$ cat src/rtl/pll_lock_supervisor_pkg.sv
// Shared definitions for PLL lock supervisors.
// Contents:
//   state_t      2-bit sequencer state
//   PLL_RST, WAIT_LOCK, STABLE, RUN   state encodings
//   sat_inc8()   8-bit increment that holds at 8'hFF
package pll_lock_supervisor_pkg;

    typedef logic [1:0] state_t;

    localparam state_t PLL_RST   = 2'd0;
    localparam state_t WAIT_LOCK = 2'd1;
    localparam state_t STABLE    = 2'd2;
    localparam state_t RUN       = 2'd3;

    // Retry counter increment: sticks at all-ones instead of wrapping to zero.
    function automatic logic [7:0] sat_inc8(input logic [7:0] v);
        return (v == 8'hFF) ? v : v + 8'd1;
    endfunction

endpackage

$ cat src/rtl/pll_lock_supervisor_sync.sv
// Generic 1-bit two-flop synchroniser, both flops cleared by reset.
// Ports:
//   clk_i  destination clock
//   rst_i  synchronous active-high reset
//   d_i    asynchronous input
//   q_o    synchronised output (two-cycle latency)
module sync_2ff (
    input  logic clk_i,
    input  logic rst_i,
    input  logic d_i,
    output logic q_o
);

    logic meta_q;
    logic sync_q;

    always_ff @(posedge clk_i) begin
        if (rst_i) begin
            meta_q <= 1'b0;
            sync_q <= 1'b0;
        end else begin
            meta_q <= d_i;
            sync_q <= meta_q;
        end
    end

    assign q_o = sync_q;

endmodule

$ cat src/rtl/pll_lock_supervisor.sv
// PLL reset / lock sequencer. Pulses the PLL reset, waits for a synchronised
// LOCKED, requires it to stay stable, then releases the core reset. Lock loss,
// lock timeout or a relock request in RUN restart the sequence.
// Runs on the free-running reference clock, never on a PLL output.
// Ports:
//   clk_sys       reference clock
//   reset         synchronous active-high; restarts the sequence
//   pll_locked    asynchronous combined PLL LOCKED
//   force_relock  one-cycle relock request, honoured only in RUN
//   pll_areset    PLL reset, high only in PLL_RST
//   sys_reset     core reset, high outside RUN
//   ready         high only in RUN
//   relock_count  saturating retry count since reset
//   timeout_err   sticky lock-timeout flag, cleared by reset only
module pll_lock_supervisor
    import pll_lock_supervisor_pkg::*;
#(
    parameter int RST_CYCLES    = 16,
    parameter int LOCK_TIMEOUT  = 1000000,
    parameter int STABLE_CYCLES = 1024,
    parameter int CNT_W         = 20
) (
    input  logic       clk_sys,
    input  logic       reset,
    input  logic       pll_locked,
    input  logic       force_relock,
    output logic       pll_areset,
    output logic       sys_reset,
    output logic       ready,
    output logic [7:0] relock_count,
    output logic       timeout_err
);

    localparam logic [CNT_W-1:0] RST_LAST    = CNT_W'(RST_CYCLES - 1);
    localparam logic [CNT_W-1:0] TIMEOUT_LAST = CNT_W'(LOCK_TIMEOUT - 1);
    localparam logic [CNT_W-1:0] STABLE_LAST = CNT_W'(STABLE_CYCLES - 1);
    localparam logic [CNT_W-1:0] CNT_ONE     = CNT_W'(1);

    logic             lk;
    state_t           state_q, state_d;
    logic [CNT_W-1:0] cnt_q, cnt_d;
    logic [7:0]       relock_q, relock_d;
    logic             terr_q, terr_d;
    logic             areset_q, areset_d;
    logic             sysrst_q, sysrst_d;
    logic             ready_q, ready_d;

    sync_2ff u_lock_sync (
        .clk_i (clk_sys),
        .rst_i (reset),
        .d_i   (pll_locked),
        .q_o   (lk)
    );

    // State, shared counter, status and registered outputs.
    always_ff @(posedge clk_sys) begin
        if (reset) begin
            state_q  <= PLL_RST;
            cnt_q    <= '0;
            relock_q <= 8'd0;
            terr_q   <= 1'b0;
            areset_q <= 1'b1;
            sysrst_q <= 1'b1;
            ready_q  <= 1'b0;
        end else begin
            state_q  <= state_d;
            cnt_q    <= cnt_d;
            relock_q <= relock_d;
            terr_q   <= terr_d;
            areset_q <= areset_d;
            sysrst_q <= sysrst_d;
            ready_q  <= ready_d;
        end
    end

    // Next-state logic; every decision uses the synchronised lock.
    always_comb begin
        state_d  = state_q;
        cnt_d    = cnt_q;
        relock_d = relock_q;
        terr_d   = terr_q;
        unique case (state_q)
            PLL_RST: begin
                if (cnt_q == RST_LAST) begin
                    state_d = WAIT_LOCK;
                    cnt_d   = '0;
                end else begin
                    cnt_d = cnt_q + CNT_ONE;
                end
            end
            WAIT_LOCK: begin
                // Lock takes priority over a coincident timeout.
                if (lk) begin
                    state_d = STABLE;
                    cnt_d   = '0;
                end else if (cnt_q == TIMEOUT_LAST) begin
                    state_d  = PLL_RST;
                    cnt_d    = '0;
                    terr_d   = 1'b1;
                    relock_d = sat_inc8(relock_q);
                end else begin
                    cnt_d = cnt_q + CNT_ONE;
                end
            end
            STABLE: begin
                // A dropout restarts the lock wait without counting a retry.
                if (!lk) begin
                    state_d = WAIT_LOCK;
                    cnt_d   = '0;
                end else if (cnt_q == STABLE_LAST) begin
                    state_d = RUN;
                    cnt_d   = '0;
                end else begin
                    cnt_d = cnt_q + CNT_ONE;
                end
            end
            RUN: begin
                // No glitch filtering: any synced-low cycle re-sequences.
                // Lock loss and a relock request together count once.
                if (!lk || force_relock) begin
                    state_d  = PLL_RST;
                    cnt_d    = '0;
                    relock_d = sat_inc8(relock_q);
                end
            end
            default: begin
                state_d = PLL_RST;
                cnt_d   = '0;
            end
        endcase
    end

    // Outputs decoded from the next state so they register in step with it.
    always_comb begin
        areset_d = (state_d == PLL_RST);
        ready_d  = (state_d == RUN);
        sysrst_d = (state_d != RUN);
    end

    assign pll_areset   = areset_q;
    assign sys_reset    = sysrst_q;
    assign ready        = ready_q;
    assign relock_count = relock_q;
    assign timeout_err  = terr_q;

endmodule

$ cat config.mk
export PLATFORM = sky130hd
export DESIGN_NAME = pll_lock_supervisor
export DESIGN_NICKNAME = d
export VERILOG_FILES = /design/src/rtl/pll_lock_supervisor_pkg.sv /design/src/rtl/pll_lock_supervisor_sync.sv /design/src/rtl/pll_lock_supervisor.sv
export SDC_FILE = /design/constraint.sdc
export NUM_CORES = 1
export LEC_CHECK = 0
export ABC_CLOCK_PERIOD_IN_PS = 1900
export BUFFER_PORTS_ARGS = -buffer_cell sky130_fd_sc_hd__buf_2
export CAP_MARGIN = 20
export CORE_UTILIZATION = 45
export CTS_CLUSTER_SIZE = 40
export DETAILED_ROUTE_END_ITERATION = 10
export GPL_TIMING_DRIVEN = 0
export PLACE_DENSITY_LB_ADDON = 0.2
export SYNTH_ARGS = -nofsm -noshare
export SYNTH_HDL_FRONTEND = slang
export SYNTH_SLANG_ARGS = --single-unit
$ cat constraint.sdc
create_clock -name clk_sys -period 1.9 [get_ports clk_sys]
set_input_delay 0.095 -clock clk_sys [delete_from_list [all_inputs] [get_ports clk_sys]]
set_output_delay 0.095 -clock clk_sys [all_outputs]
set_load 0.03 [all_outputs]
After elaboration in Yosys (flattened, before gate mapping)
Cells that the tools add are included.

Word-level logic and storage cells: 50. Bits in registers: 36. Input port bits: 4.

Reduce and logical (&&, ||, !) cells: 7. Bitwise gates (word level): 1. Mux-type cells: 19. $add $sub $neg: 2. Eq/ne operators: 12.

Operator list (number): 20-bit two-way mux (6); 20-bit one-hot mux with 4 select lines (1); 8-bit two-way mux (4); 20-bit by 1-bit adder with 20-bit output, second input constant (1); 20-bit by 10-bit equality test with 1-bit output, second input constant (1); 20-bit equality test, second input constant (1); 20-bit by 4-bit equality test with 1-bit output, second input constant (1); 8-bit one-hot mux with 2 select lines (1); 2-bit two-way mux (6); 8-bit by 1-bit adder with 8-bit output, second input constant (1); 8-bit equality test, second input constant (1); 2-bit != test, second input constant (4); 2-bit one-hot mux with 4 select lines (1); 2-bit equality test, second input constant (3); 2-bit zero test (2); 4-bit AND reduction (1); 3-bit AND reduction (1); 2-bit by 1-bit equality test with 1-bit output, second input constant (1); 2-bit nonzero test (1); 1-bit zero test (1); 1-bit logical OR (1); 1-bit inverter (1).

Longest topological paths before layout
Gate-level depths: netlist of the first run.

Depth in word-level cells: 5. Gate-level depth with buffers: 7. Mapped depth without buffers: 6.

By module
From an unflattened synthesis of the first run, not the netlist that was laid out.

Cell total of the unflattened synthesis: 194. Area, all modules: 1756.7 µm².

Modules (own cells, without submodules): pll_lock_supervisor (times used 1, area each 1704.1 µm², cells an instance 190); sync_2ff (times used 1, area each 52.6 µm², cells an instance 4).

Worst setup path after synthesis of the first run
No wires, ideal clock.

Kind: reg2reg. Start point: register cnt_q[7]. End point: register relock_q[2] (netlist: relock_count[2]). Slack: -0.156 ns. Arrival time: 1.932 ns. Path buffers: 1. Data required time: 1.777 ns. Cell stages (with the launch flop): 7. Library setup time: 0.123 ns. Path through: dfxtp_1 > buf_6 > or4b_4 > nor4b_2 > a21oi_2 > nor3b_1 > mux2_1.

Cells in the longest elaborated chain, start to end: 3.

Ends and longest elaborated chain: start, declared (line pll_lock_supervisor.sv:41) `logic [CNT_W-1:0] cnt_q, cnt_d;`; start signal, assigned (line pll_lock_supervisor.sv:67) `cnt_q <= cnt_d;`; 20-bit equality test (line pll_lock_supervisor.sv:96) `end else if (cnt_q == TIMEOUT_LAST) begin`; 2-bit != test (no source line); 4-bit AND reduction (no source line); end signal, assigned (line pll_lock_supervisor.sv:68) `relock_q <= relock_d;`; end, declared (line pll_lock_supervisor.sv:42) `logic [7:0] relock_q, relock_d;`.

No other way between the ends. A chain may end at the register's enable or synchronous reset.

Worst setup path after layout of the first run
Start point: register cnt_q[13]. End point: register cnt_q[12].

Cells in the longest elaborated chain, start to end: 4. Elaborated cells between the ends (all ways): 9. Classes of those cells: eq/ne: 3; mux: 6.

Ends and longest elaborated chain: 20-bit by 10-bit equality test with 1-bit output / 20-bit equality test (equally long branches) (line pll_lock_supervisor.sv:110, pll_lock_supervisor.sv:96); 20-bit two-way mux, on equally long branches (line pll_lock_supervisor.sv:110, pll_lock_supervisor.sv:96); 20-bit two-way mux, on equally long branches (line pll_lock_supervisor.sv:107, pll_lock_supervisor.sv:93); 20-bit one-hot mux with 4 select lines (*) (line pll_lock_supervisor.sv:82) `unique case (state_q)`.

Mark *: on every way between the ends. The rest lies on a longest branch, timed or not.

==> impl_metrics.py, run 1 <==
metrics = {
    "routing": {
        "wl_um": 3660,
        "drtAntennaViolNets": 0,
        "drt_iter0_markers": 88,
        "wl_per_cell_um": 13.0,
        "avgViaCountPerCell": 5.33,
        "dr.pass1.iters": 4,
        "route.vias.total": 1497,
        "drc": 0,
    },
    "critical_path": {
        "reg2reg_depth": 7,
        "cp-end-kind": "flop",
        "crit_type": "reg -> reg",
        "crit_fanout": 5,
        "crit_required_ns": 2.07,
        "cp-startpoint": "cnt_q[13]$_SDFFE_PP0P_",
        "reg2reg_slack_ns": -0.11,
        "crit_arrival_ns": 2.19,
        "r2r-end": "cnt_q[12]$_SDFFE_PP0P_",
        "critPathLaunchType": "flop",
        "worstReg2RegStart": "cnt_q[13]$_SDFFE_PP0P_",
    },
    "cells_and_area": {
        "drive_above_1_share_pct": 29.6,
        "diodes": 0,
        "area_growth_pct": 25.1,
        "multi_input_area_um2": 1080,
        "design_area_um2": 2220,
        "fillers": 341,
        "seq_area_um2": 736,
        "fin_nets": 238,
    },
    "run_status": {
        "violations": "negative setup slack",
        "outcome": "complete, but fails checks",
    },
    "placement": {
        "dp_hpwl_um": 2380,
        "place_congestion": 0.770,
        "placed_area_um2": 1940,
        "io_buffers": 15,
    },
    "timing": {
        "worstMarginPinSlew_ns": 0.510,
        "fin_crit_sh_pct": 106,
        "max_slew_margin_pct": 66.0,
        "finClkSkew_ns": 0.0120,
        "setup-violations-final": 26,
        "setup_ws_ns": -0.113,
        "period_needed_ns": 2.01,
        "rsz0062_at_grt": "true",
        "hold_violations": 0,
        "slew_violations": 0,
        "fmax_mhz": 497,
        "hold_ws_ns": 0.0292,
    },
    "power": {
        "p_leak_nw": 0.808,
        "pwr_density_cell_nw_per_um2": 624,
        "peakVddDrop_mv": 0.412,
        "finalPower_mw": 1.38,
    },
    "worst_hold_path": {
        "worstHoldStart": "pll_locked",
        "whs_endpoint": "u_lock_sync.meta_q$_SDFF_PP0_",
        "min_path_cells": 2,
        "hp-class": "in -> reg",
    },
    "floorplan": {
        "core_area_um2": 3720,
        "die_area_um2": 4190,
        "die_h_um": 64.7,
        "io_pins": 16,
        "rows": 22,
        "die_w_um": 64.7,
        "initial_utilization_pct": 47.7,
    },
    "cts": {
        "h-tree-depth": 2,
        "cts_buffer_depth": 2,
        "clk_pin_slew_worst_paths_ns": 0.08,
        "cts-buffers-inserted": 5,
        "clkLatencyLatePin_ns": 0.29,
        "cts_tree": "built",
        "cts_hold_buf": 0,
        "cts_root_buf": "clkbuf_8",
        "cts_sinks": 36,
    },
    "synth": {
        "ys_types": 44,
        "syn_nets": 204,
        "yosysWarnings": 0,
        "synthesis.area_um2": 1770,
        "synthCells": 198,
        "avgSynthCellArea_um2": 8.95,
        "synth_seq_area_share_pct": 40.7,
        "ys_ff_latch": 36,
    },
    "global_routing": {
        "grt_overflow": 0,
        "antenna_found_initial": 0,
        "grt_use_total_pct": 19.4,
        "grt_pass1_wl_um": 6360,
        "grt_max_degree": 12,
        "grt_pass1_vias": 1398,
    },
    "job": {
        "drv_cap": 0,
    },
}
-- Yosys cell counts, drive strengths merged --
master   count  area (um2)
a2111oi      1        27.5
a211oi       2        15.0
a21oi        6        33.8
a22oi        1        7.51
a311oi       1        8.76
a31oi        1        6.26
and2         4        25.0
and3         3        18.8
and4         3        26.3
buf          4        38.8
clkbuf       4        15.0
dfxtp       36         721
ha           2        25.0
inv          6        22.5
mux2         4        45.0
mux2i        2        20.0
nand2       13        48.8
nand3       13        65.1
nand4        6        37.5
nand4b       1        8.76
nor2        31         116
nor2b        6        37.5
nor3         6        30.0
nor3b        2        15.0
nor4         7        58.8
nor4b        1        15.0
o211ai       1        7.51
o21a         1        7.51
o21ai        1        5.00
o21bai       1        7.51
o311ai       1        8.76
o31a         1        8.76
o31ai        1        12.5
o41ai        2        17.5
or3b         1        8.76
or4          2        18.8
or4b         1        13.8
xnor2       11        96.3
xor2         8        70.1
-- routing by layer --
layer	track usage, %	up-vias	wire (um)
li1	-	770	-
met1	25.3	706	1810
met2	31.4	19	1740
met3	5.81	2	96
met4	3.89	0	14
met5	0	-	0
-- report_power, final --
group	total, mW	internal (mW)	leakage [nW]	switching, mW
registers	0.765	0.757	0.295	0.00726
clock network	0.568	0.295	0.0445	0.273
logic	0.0514	0.0235	0.468	0.0279
total	1.38	1.08	0.808	0.308
-- sequential cells by signal (all words and copies together) (netlist names) --
| register | flops |
|---|---|
| relock_count | 8 |
| u_lock_sync.q_o | 1 |
| sys_reset | 1 |
| timeout_err | 1 |
| state_q | 2 |
| ready | 1 |
| cnt_q | 20 |
| pll_areset | 1 |
| u_lock_sync.meta_q | 1 |
-- layout make-up --
| class | count | share of cell area [%] |
|---|---|---|
| plain buffers | 7 | 1.98 |
| clock buffers | 7 | 3.90 |
| clock inverters | 1 | 0.339 |
| inverters | 6 | 1.02 |
| multi-input cells | 149 | 48.9 |
| flip-flops and latches | 36 | 33.2 |
| well taps | 48 | 2.71 |
| repair buffers | 27 | 7.96 |
-- worst max-delay path, cell delays in order, from the launching register on --
cell      delay, ns
dfxtp_4        0.34
or4_4          0.54
nor4_2         0.26
a311oi_2       0.15
o31ai_2        0.26
buf_4          0.19
buf_6          0.13
nor2_1         0.05
-- cell families (layout without fill, tap and decap cells) --
family | count (synthesis) | in the layout | synth area share (%)
simple gates | 100 | 100 | 30.7
flops | 36 | 36 | 40.7
compound gates | 21 | 22 | 9.82
xor+xnor | 19 | 19 | 9.39
buf+inv | 14 | 48 | 4.31
mux | 6 | 6 | 3.67
fa+ha+maj | 2 | 2 | 1.41
-- timing repair --
action,CTS,global route
setup buffers,10,0
setup endpoints to repair,30,32
cloned,3,0
pin swaps,5,3
gates resized for setup,19,10
-- how the worst max path moves through the flow --
stage,depth (start not counted),to
after global routing,5,relock_count[3]$_SDFFE_PP0P_
after CTS,5,relock_count[5]$_SDFFE_PP0P_
after global placement,6,cnt_q[13]$_SDFFE_PP0P_
after floorplan,6,relock_count[5]$_SDFFE_PP0P_
final,7,cnt_q[12]$_SDFFE_PP0P_
after detailed placement,6,cnt_q[12]$_SDFFE_PP0P_
-- stage by stage --
| step | instances | util, % | setup slack, ns | setup TNS (ns) |
|---|---|---|---|---|
| 6_report | 281 | 59.6 | -0.113 | -2.40 |
| 5_1_grt | 281 | 59.6 | -0.193 | -4.42 |
| 4_1_cts | 281 | 58.3 | -0.110 | -2.39 |
| 3_5_place_dp | 261 | 52.1 | -0.236 | -5.77 |
| 3_3_place_gp | 261 | 52.1 | -0.245 | -5.92 |
| 2_1_floorplan | 198 | - | -0.0989 | -0.925 |
-- cells in the final DEF, fill, tap and decap left out, types with 2 or more instances in the layout --
cell type	instances
nor2_1	31
dfxtp_1	30
buf_2	16
nand2_1	13
nand3_1	12
xnor2_1	11
buf_4	9
xor2_1	8
nand4_1	6
inv_1	6
nor2b_1	6
clkbuf_8	6
nor3_1	5
buf_6	5
clkbuf_1	4
and2_1	4
a21oi_1	4
mux2_4	4
and4_1	3
nor4_1	3
nor4_2	3
and3_1	3
dfxtp_4	3
dfxtp_2	3
o41ai_2	2
mux2i_1	2
a21oi_2	2
ha_1	2
Note: power is estimated with default switching activity, not from simulation.
==> inputs of run 2 (changes only) <==
- CTS_BUF_LIST: unset -> sky130_fd_sc_hd__clkbuf_4
==> run 2 against run 1 <==
Effect of this change: sequential cell count is the same; critical path type unchanged; final area decreased by 1.4%; global-route usage is essentially flat; fmax shrank 1.6%; power down 11%; combinational power is 4% higher; highest routed layer unchanged; count of clock-buffer cells in the layout fell by 1; the run still ends with negative setup slack left; via count about the same; clock skew is 0.0082 ns higher; wire length down 0.55%.
==> impl_metrics.py, run 2 (synthesis gave the netlist of run 1 again) <==
metrics = {
    "timing": {
        "hold_violations": 0,
        "worstMarginPinSlew_ns": 0.488,
        "tns_ns": -3.00,
        "finClkSkew_ns": 0.0202,
        "fin_crit_sh_pct": 108,
        "rsz0062_at_grt": "true",
        "setup-violations-final": 27,
        "setup_ws_ns": -0.146,
        "slew_violations": 0,
        "max_slew_margin_pct": 67.5,
        "period_needed_ns": 2.05,
        "fmax_mhz": 489,
    },
    "cts": {
        "clkLatencyLatePin_ns": 0.35,
        "cts_buffer_depth": 2,
        "cts-buffers-inserted": 5,
        "cts_root_buf": "clkbuf_4",
        "cts_tree": "built",
        "clk_pin_slew_worst_paths_ns": 0.11,
        "h-tree-depth": 2,
        "cts_sinks": 36,
    },
    "global_routing": {
        "grt_pass1_vias": 1419,
        "grt_overflow": 0,
        "antenna_found_initial": 0,
        "grt_pass1_wl_um": 6330,
        "grt_use_total_pct": 19.4,
        "grt_max_degree": 12,
    },
    "worst_hold_path": {
        "worstHoldStart": "force_relock",
        "whs_endpoint": "state_q[1]$_SDFF_PP0_",
        "min_path_cells": 2,
        "hp-class": "in -> reg",
    },
    "cells_and_area": {
        "stdcell_count": 280,
        "drive_above_1_share_pct": 28.0,
        "design_area_um2": 2180,
        "final_util_pct": 58.8,
        "fin_nets": 237,
        "layout_commonest_cell": "dfxtp_1",
        "diodes": 0,
        "area_growth_pct": 23.3,
        "largest_reg_flops": 20,
        "layout_common_cells": "31 x dfxtp_1, 30 x nor2_1, 16 x buf_2",
        "top_register": "cnt_q",
    },
    "critical_path": {
        "path_delay_family": "simple AND/OR/NAND/NOR gates",
        "crit_chain": "or4_1 -> nor3_1 -> a211oi_1 -> o31ai_2 -> buf_4 -> buf_6 -> nor2_1",
        "r2r-end": "cnt_q[12]$_SDFFE_PP0P_",
        "reg2reg_slack_ns": -0.15,
        "critPathLaunchType": "flop",
        "crit_fanout": 6,
        "worstReg2RegStart": "cnt_q[16]$_SDFFE_PP0P_",
        "crit_type": "reg -> reg",
        "critical_path_buf_inv_count": 2,
        "cp_slowest_cell": "or4_1",
        "crit_arrival_ns": 2.28,
        "cp-end-kind": "flop",
        "reg2reg_depth": 7,
        "crit_required_ns": 2.13,
        "cpPeakStageDelay_ns": 0.59,
    },
    "power": {
        "clock_power_share_pct": 33.8,
        "comb_power_share_pct": 4.3,
        "swShare_pct": 24.1,
        "switchingPower_uw": 298,
        "p_int_uw": 940,
        "p_leak_nw": 0.789,
        "peakVddDrop_mv": 0.354,
        "sequentialPowerShare_pct": 61.9,
        "pwr_density_cell_nw_per_um2": 567,
    },
    "floorplan": {
        "die_area_um2": 4190,
        "die_w_um": 64.7,
        "initial_utilization_pct": 47.7,
        "rows": 22,
        "io_pins": 16,
        "core_area_um2": 3720,
        "die_h_um": 64.7,
    },
    "placement": {
        "dp_hpwl_um": 2380,
        "dp.cells": 261,
        "pre_cts_ws_ns": -0.236,
        "io_buffers": 15,
        "placed_area_um2": 1940,
        "place_congestion": 0.770,
    },
    "routing": {
        "route.vias.total": 1496,
        "wl_um": 3640,
        "dr.pass1.iters": 4,
        "drt_iter0_markers": 104,
        "drc": 0,
        "wl_per_cell_um": 13.0,
        "avgViaCountPerCell": 5.34,
        "drtAntennaViolNets": 0,
    },
    "job": {
        "drv_cap": 0,
    },
    "run_status": {
        "violations": "negative setup slack",
        "outcome": "complete, but fails checks",
    },
}
run 2: cell count changes in the layout (fill, tap and decap cells not counted), sizes merged:
cell,previous run,this run
buf,30,29
clkbuf,11,9
clkinv,0,1
dlygate4sd3,0,1
run 2: layout make-up:
cell class | count | area [um2]
plain buffers | 6 | 40.0
repair buffers | 27 | 183
well taps | 48 | 60.1
flip-flops and latches | 36 | 732
clock buffers | 6 | 45.0
clock inverters | 2 | 11.3
fillers | 351 | 1530
multi-input cells | 149 | 1090
inverters | 6 | 22.5
run 2: layer usage:
metal / GRT usage (%) / routed length [um]
met5: 0 / 0
met4: 6.11 / 29
met3: 5.11 / 103
met2: 31.1 / 1660
met1: 25.1 / 1850
run 2: worst max path at each step:
stage                            from  slack, ns  depth (start not counted)                            to
3_5_place_dp   cnt_q[13]$_SDFFE_PP0P_      -0.24                          6        cnt_q[12]$_SDFFE_PP0P_
2_1_floorplan   cnt_q[7]$_SDFFE_PP0P_       -0.1                          6  relock_count[5]$_SDFFE_PP0P_
3_3_place_gp   cnt_q[13]$_SDFFE_PP0P_      -0.24                          6        cnt_q[13]$_SDFFE_PP0P_
4_1_cts        cnt_q[13]$_SDFFE_PP0P_      -0.14                          7        cnt_q[12]$_SDFFE_PP0P_
6_report       cnt_q[16]$_SDFFE_PP0P_      -0.15                          7        cnt_q[12]$_SDFFE_PP0P_
5_1_grt        cnt_q[16]$_SDFFE_PP0P_      -0.24                          7         cnt_q[2]$_SDFFE_PP0P_
run 2: power by group through the flow:
stage / clock network (mW) / logic [mW] / registers, mW
finish: 0.419 / 0.0532 / 0.766
global route: 0.464 / 0.0591 / 0.768
CTS: 0.429 / 0.0535 / 0.766
detailed placement: 0 / 0.0424 / 0.786
global placement: 0 / 0.0420 / 0.786
floorplan: 0 / 0.0299 / 0.785
run 2: metrics by stage:
stage	hold slack [ns]	power, mW
2_1_floorplan	0.223	0.815
3_3_place_gp	0.313	0.828
3_5_place_dp	0.317	0.829
4_1_cts	0.0254	1.25
5_1_grt	0.0468	1.29
6_report	0.0262	1.24
run 2: repair_timing:
item | CTS | global route
hold buffers | 1 | 0
pin swaps | 21 | 2
setup endpoints to repair | 30 | 32
setup buffers | 9 | 0
gates resized for setup | 23 | 6
gates cloned | 3 | 0
endpoints found under the hold margin | 1 | 0
